<file path="config.mk">
export PLATFORM = sky130hd
export DESIGN_NAME = multicycle_control
export DESIGN_NICKNAME = d
export VERILOG_FILES = /design/src/rtl/multicycle_control.sv
export SDC_FILE = /design/constraint.sdc
export NUM_CORES = 1
export LEC_CHECK = 0
export ABC_AREA = 1
export CORE_UTILIZATION = 34
export DETAILED_ROUTE_END_ITERATION = 8
export PLACE_DENSITY = 0.75
export SLEW_MARGIN = 20
export SYNTH_ARGS = -nofsm -noshare
export SYNTH_HDL_FRONTEND = slang
export SYNTH_SLANG_ARGS = --single-unit
</file>
<file path="constraint.sdc">
create_clock -name clock -period 1.2 [get_ports clock]
set_clock_uncertainty 0.1 [all_clocks]
set_input_delay 0.18 -clock clock [delete_from_list [all_inputs] [get_ports clock]]
set_output_delay 0.18 -clock clock [all_outputs]
set_load 0.01 [all_outputs]
</file>
<file path="src/rtl/multicycle_control.sv">
// multicycle_control: control FSM for the multi-cycle MIPS cpu.
// Drives every datapath select and strobe. Memory uses a req/ready handshake.
module multicycle_control #(
  parameter int MEM_TIMEOUT = 0
) (
  input  logic       clock,
  input  logic       reset,
  input  logic [5:0] opcode,
  input  logic [5:0] funct,
  input  logic       zero,
  input  logic       mem_ready,
  output logic       mem_req,
  output logic       mem_we,
  output logic       iord,
  output logic       ir_write,
  output logic       pc_en,
  output logic [1:0] pc_src,
  output logic       alu_src_a,
  output logic [1:0] alu_src_b,
  output logic [2:0] alu_op,
  output logic       reg_write,
  output logic       reg_dst,
  output logic       mem_to_reg,
  output logic       instr_retired,
  output logic       illegal,
  output logic       mem_error,
  output logic [3:0] state
);

  localparam int WW =
    (MEM_TIMEOUT > 0) ? $clog2(MEM_TIMEOUT + 1) : 1;
  localparam logic [WW-1:0] TMO_CNT = WW'(MEM_TIMEOUT);

  localparam logic [5:0] OP_RTYPE = 6'h00;
  localparam logic [5:0] OP_ADDI  = 6'h08;
  localparam logic [5:0] OP_LW    = 6'h23;
  localparam logic [5:0] OP_SW    = 6'h2B;
  localparam logic [5:0] OP_BEQ   = 6'h04;
  localparam logic [5:0] OP_BNE   = 6'h05;
  localparam logic [5:0] OP_J     = 6'h02;

  localparam logic [5:0] FN_ADD = 6'h20;
  localparam logic [5:0] FN_SUB = 6'h22;
  localparam logic [5:0] FN_AND = 6'h24;
  localparam logic [5:0] FN_OR  = 6'h25;
  localparam logic [5:0] FN_SLT = 6'h2A;

  localparam logic [2:0] ALU_ADD = 3'd0;
  localparam logic [2:0] ALU_SUB = 3'd1;
  localparam logic [2:0] ALU_AND = 3'd2;
  localparam logic [2:0] ALU_OR  = 3'd3;
  localparam logic [2:0] ALU_SLT = 3'd4;

  typedef enum logic [3:0] {
    S_FETCH     = 4'd0,
    S_DECODE    = 4'd1,
    S_R_EXEC    = 4'd2,
    S_R_WB      = 4'd3,
    S_I_EXEC    = 4'd4,
    S_I_WB      = 4'd5,
    S_MEM_ADDR  = 4'd6,
    S_MEM_READ  = 4'd7,
    S_MEM_WB    = 4'd8,
    S_MEM_WRITE = 4'd9,
    S_BRANCH    = 4'd10,
    S_JUMP      = 4'd11
  } state_t;

  state_t        state_q, state_d;
  logic [WW-1:0] wait_q, wait_d;
  logic [WW-1:0] wait_inc;
  logic          in_mem;
  logic          timed_out;

  // Wait counter bookkeeping; the timeout cycle follows N request cycles.
  always_comb begin
    in_mem = (state_q == S_FETCH) ||
             (state_q == S_MEM_READ) ||
             (state_q == S_MEM_WRITE);
    wait_inc  = '0;
    timed_out = 1'b0;
    if (MEM_TIMEOUT > 0) begin
      wait_inc  = wait_q + WW'(1);
      timed_out = in_mem && (wait_q == TMO_CNT);
    end
  end

  // Next-state and output decode; reset forces every output low.
  always_comb begin
    state_d       = state_q;
    wait_d        = '0;
    mem_req       = 1'b0;
    mem_we        = 1'b0;
    iord          = 1'b0;
    ir_write      = 1'b0;
    pc_en         = 1'b0;
    pc_src        = 2'd0;
    alu_src_a     = 1'b0;
    alu_src_b     = 2'd0;
    alu_op        = ALU_ADD;
    reg_write     = 1'b0;
    reg_dst       = 1'b0;
    mem_to_reg    = 1'b0;
    instr_retired = 1'b0;
    illegal       = 1'b0;
    mem_error     = 1'b0;
    state         = state_q;

    unique case (state_q)
      S_FETCH: begin
        if (timed_out) begin
          mem_error = 1'b1;
          state_d   = S_FETCH;
        end else begin
          mem_req = 1'b1;
          if (mem_ready) begin
            ir_write  = 1'b1;
            pc_en     = 1'b1;
            alu_src_b = 2'd1;
            state_d   = S_DECODE;
          end else begin
            wait_d = wait_inc;
          end
        end
      end

      S_DECODE: begin
        alu_src_b = 2'd3;
        unique case (opcode)
          OP_RTYPE:      state_d = S_R_EXEC;
          OP_ADDI:       state_d = S_I_EXEC;
          OP_LW, OP_SW:  state_d = S_MEM_ADDR;
          OP_BEQ, OP_BNE: state_d = S_BRANCH;
          OP_J:          state_d = S_JUMP;
          default: begin
            illegal = 1'b1;
            state_d = S_FETCH;
          end
        endcase
      end

      S_R_EXEC: begin
        alu_src_a = 1'b1;
        state_d   = S_R_WB;
        unique case (funct)
          FN_ADD: alu_op = ALU_ADD;
          FN_SUB: alu_op = ALU_SUB;
          FN_AND: alu_op = ALU_AND;
          FN_OR:  alu_op = ALU_OR;
          FN_SLT: alu_op = ALU_SLT;
          default: begin
            illegal = 1'b1;
            state_d = S_FETCH;
          end
        endcase
      end

      S_R_WB: begin
        reg_write     = 1'b1;
        reg_dst       = 1'b1;
        instr_retired = 1'b1;
        state_d       = S_FETCH;
      end

      S_I_EXEC: begin
        alu_src_a = 1'b1;
        alu_src_b = 2'd2;
        state_d   = S_I_WB;
      end

      S_I_WB: begin
        reg_write     = 1'b1;
        instr_retired = 1'b1;
        state_d       = S_FETCH;
      end

      S_MEM_ADDR: begin
        alu_src_a = 1'b1;
        alu_src_b = 2'd2;
        state_d   = (opcode == OP_LW) ? S_MEM_READ
                                      : S_MEM_WRITE;
      end

      S_MEM_READ: begin
        if (timed_out) begin
          mem_error = 1'b1;
          state_d   = S_FETCH;
        end else begin
          mem_req = 1'b1;
          iord    = 1'b1;
          if (mem_ready) state_d = S_MEM_WB;
          else           wait_d  = wait_inc;
        end
      end

      S_MEM_WB: begin
        reg_write     = 1'b1;
        mem_to_reg    = 1'b1;
        instr_retired = 1'b1;
        state_d       = S_FETCH;
      end

      S_MEM_WRITE: begin
        if (timed_out) begin
          mem_error = 1'b1;
          state_d   = S_FETCH;
        end else begin
          mem_req = 1'b1;
          mem_we  = 1'b1;
          iord    = 1'b1;
          if (mem_ready) begin
            instr_retired = 1'b1;
            state_d       = S_FETCH;
          end else begin
            wait_d = wait_inc;
          end
        end
      end

      S_BRANCH: begin
        alu_src_a     = 1'b1;
        alu_op        = ALU_SUB;
        pc_src        = 2'd1;
        pc_en         = (opcode == OP_BEQ) ? zero : !zero;
        instr_retired = 1'b1;
        state_d       = S_FETCH;
      end

      S_JUMP: begin
        pc_en         = 1'b1;
        pc_src        = 2'd2;
        instr_retired = 1'b1;
        state_d       = S_FETCH;
      end

      default: state_d = S_FETCH;
    endcase

    if (reset) begin
      mem_req       = 1'b0;
      mem_we        = 1'b0;
      iord          = 1'b0;
      ir_write      = 1'b0;
      pc_en         = 1'b0;
      pc_src        = 2'd0;
      alu_src_a     = 1'b0;
      alu_src_b     = 2'd0;
      alu_op        = ALU_ADD;
      reg_write     = 1'b0;
      reg_dst       = 1'b0;
      mem_to_reg    = 1'b0;
      instr_retired = 1'b0;
      illegal       = 1'b0;
      mem_error     = 1'b0;
      state         = 4'd0;
    end
  end

  // State and wait-counter registers.
  always_ff @(posedge clock) begin
    if (reset) begin
      state_q <= S_FETCH;
      wait_q  <= '0;
    end else begin
      state_q <= state_d;
      wait_q  <= wait_d;
    end
  end

endmodule

</file>
==> flow_summary.yaml <==
outcome:
  outcome: "finished, violations left"
  violations: "setup timing"
yosys:
  seq_area_frac_synth_pct: 11.3
  synth_xor_area_share_pct: 1.23
  synth_area_sq_um: 711
  syn-num-nets: 163
  yosysWarningCount: 0
  yosys.area_share.simple_pct: 62.9
  muxShareOfSynthArea_pct: 0
  synth_top_family_by_area: "simple AND/OR/NAND/NOR gates"
  netlist-cell-type-count: 20
  syn_area_per_cell_sq_um: 4.83
  synthAdderAreaFrac_pct: 0
  synth-seq-cells: 4
  synth_compound_area_share_pct: 8.63
  synth_cells: 147
timing:
  period_share_pct: 143
  setup_slack_ps: -517
  final.setup.tns_ps: -9260
  hold_viol_final: 0
  max_freq_mhz: 583
  finalHoldWorstSlack_ps: 544
  setup-violations-final: 26
  fin_crit_ps: 1720
  finalMaxSlewViolations: 0
  rsz0062_at_grt: "yes"
final_layout:
  nFillCells: 101
  mostFrequentLayoutCells: "39 x buf_4, 35 x nand2_1, 18 x buf_2"
  regMostFlops: "state_q"
  finalNetCount: 253
  drive_above_1_share_pct: 63.0
  antenna_cells: 0
  largest_reg_flops: 4
  final_cells: 262
  layout_commonest_cell: "buf_4"
  areaGrowthSynthToFinish_pct: 140
  top_regs: "state_q (4)"
worst_setup_path:
  crit_path_start_kind: "register"
  crit_path_end_kind: "output pin"
  cp.required_ps: 920
  reg2reg_slack_ps: -410
  path_max_fanout: 3
  arrival_ps: 1440
  crit_type: "register to output pin"
die:
  ios: 39
  die_h_um: 47.7
  start_util_pct: 36.2
  dieArea_sq_um: 2280
  core_sq_um: 1960
  fp.dieW_um: 47.7
  row_count: 16
clock_network:
  cts_buffers: 3
  ctsRootBufferMaster: "clkbuf_4"
  cts_tree: "done"
  htreeDepth: 1
  clock-sinks: 4
  clkLatencyLatePin_ps: 240
  clock_path_buffers: 2
  path_clk_slew_ps: 40
drt:
  wire_per_inst_um: 15.3
  ant_nets: 0
  via_per_inst: 5.34
  drt-initial-drc-count: 68
  num_vias: 1398
  drcViolationCount: 0
  wl_mm: 4.01
  drt_pass1_iterations: 4
placement:
  dpl.hpwl_mm: 2.20
  pre_cts_ws_ps: -946
  gp_congestion: 0.895
  dp.cells: 245
  port-buffer-count: 37
pwr:
  swShare_pct: 43.1
  comb_power_share_pct: 64.1
  power.density_nw_per_um2: 538
  clock_power_share_pct: 18.1
  p_seq_share_pct: 17.8
  leakage_nw: 0.928
  internal-power_w: 0.000523
  p_switching_w: 0.000396
  peakVddDrop_mv: 0.528
global_route:
  grt_max_degree: 10
  grt-ovfl-total: 0
  grt_first_pass_wirelength_mm: 4.75
  grt_util_all_layers_pct: 29.6
  antenna_found_initial: 0
  grt_pass1_vias: 1168
min_path:
  holdCritPathClass: "primary input to register"
run:
  cap_viol_max_count: 0
## path summary, 6_finish.rpt
path	startpoint	to	cells after the start
worst min register to register	state_q[1]	state_q[1]	5
worst max register to register	state_q[0]	state_q[3]	11
worst min-delay path	opcode[3]	state_q[3]	5
worst max-delay path	state_q[0]	instr_retired	7
## per-layer routing
layer | global-route usage [%] | vias to the layer above | part of all wire, %
li1 | - | 632 | -
met1 | 34.2 | 638 | 37
met2 | 51.9 | 102 | 51
met3 | 5.28 | 26 | 7.9
met4 | 15.0 | 0 | 4.1
met5 | 0 | - | 0
## critical path: stages (launching register included)
cell and delay, ps:
dfxtp_4 390, inv_4 60, nor2_4 150, inv_2 80, nor2_4 120, nand2_2 70
a31oi_2 170, buf_2 160
## cells by family (layout without fill, tap and decap cells)
family                 count (synthesis)  count (layout)
AO/OA/AOI/OAI                         12              12
XOR/XNOR                               1               1
buffers and inverters                 28             116
flip-flops                             4               4
other                                  1               1
AND/OR/NAND/NOR                      101             101
## cell usage after synthesis
| master | n | area share [%] |
|---|---|---|
| nand2_1 | 46 | 24 |
| nor2_1 | 27 | 14 |
| inv_1 | 20 | 11 |
| nand3_1 | 11 | 7.7 |
| nor2_2 | 6 | 5.3 |
| a21oi_1 | 5 | 3.5 |
| inv_2 | 5 | 2.6 |
| o21ai_0 | 5 | 3.5 |
| dfxtp_1 | 4 | 11 |
| nand2_2 | 3 | 2.6 |
| nor2_4 | 3 | 4.8 |
| nor3_1 | 3 | 2.1 |
| nand4_1 | 2 | 1.8 |
| a31oi_1 | 1 | 0.88 |
| buf_2 | 1 | 0.70 |
| buf_4 | 1 | 1.1 |
| clkinv_1 | 1 | 0.53 |
| conb_1 | 1 | 0.53 |
| o21ai_1 | 1 | 0.70 |
| xnor2_1 | 1 | 1.2 |
## what timing repair did
item,4_1_cts,5_1_grt
hold buffers,0,0
hold endpoints to repair,0,0
setup endpoints to repair,26,26
resized for setup,150,26
buffers inserted,13,4
pin swaps,20,15
## through the flow
stage | total power [W] | util (%) | area [sq um]
after floorplan | 0.000365 | - | 786
after global placement | 0.000600 | 73.8 | 1450
after detailed placement | 0.000612 | 73.8 | 1450
after CTS | 0.000859 | 81.8 | 1600
after global routing | 0.000972 | 87.1 | 1710
final | 0.000919 | 87.1 | 1710
## power by group through the flow
stage               combinational, W  sequential [W]  clock, W
floorplan                   0.000209        0.000156         0
global placement            0.000443        0.000157         0
detailed placement          0.000455        0.000158         0
CTS                         0.000526        0.000160  0.000174
global route                0.000623        0.000163  0.000185
finish                      0.000589        0.000163  0.000166
## final cells by class
class	count	area, sq um	share of cell area, %
Sequential cell	4	95.1	5.57
Tap cell	27	33.8	1.98
Multi-Input combinational cell	115	759	44.5
Inverter	26	105	6.15
Timing Repair Buffer	87	692	40.5
Clock buffer	3	22.5	1.32
No activity file was read; power rests on OpenSTA's default activity.
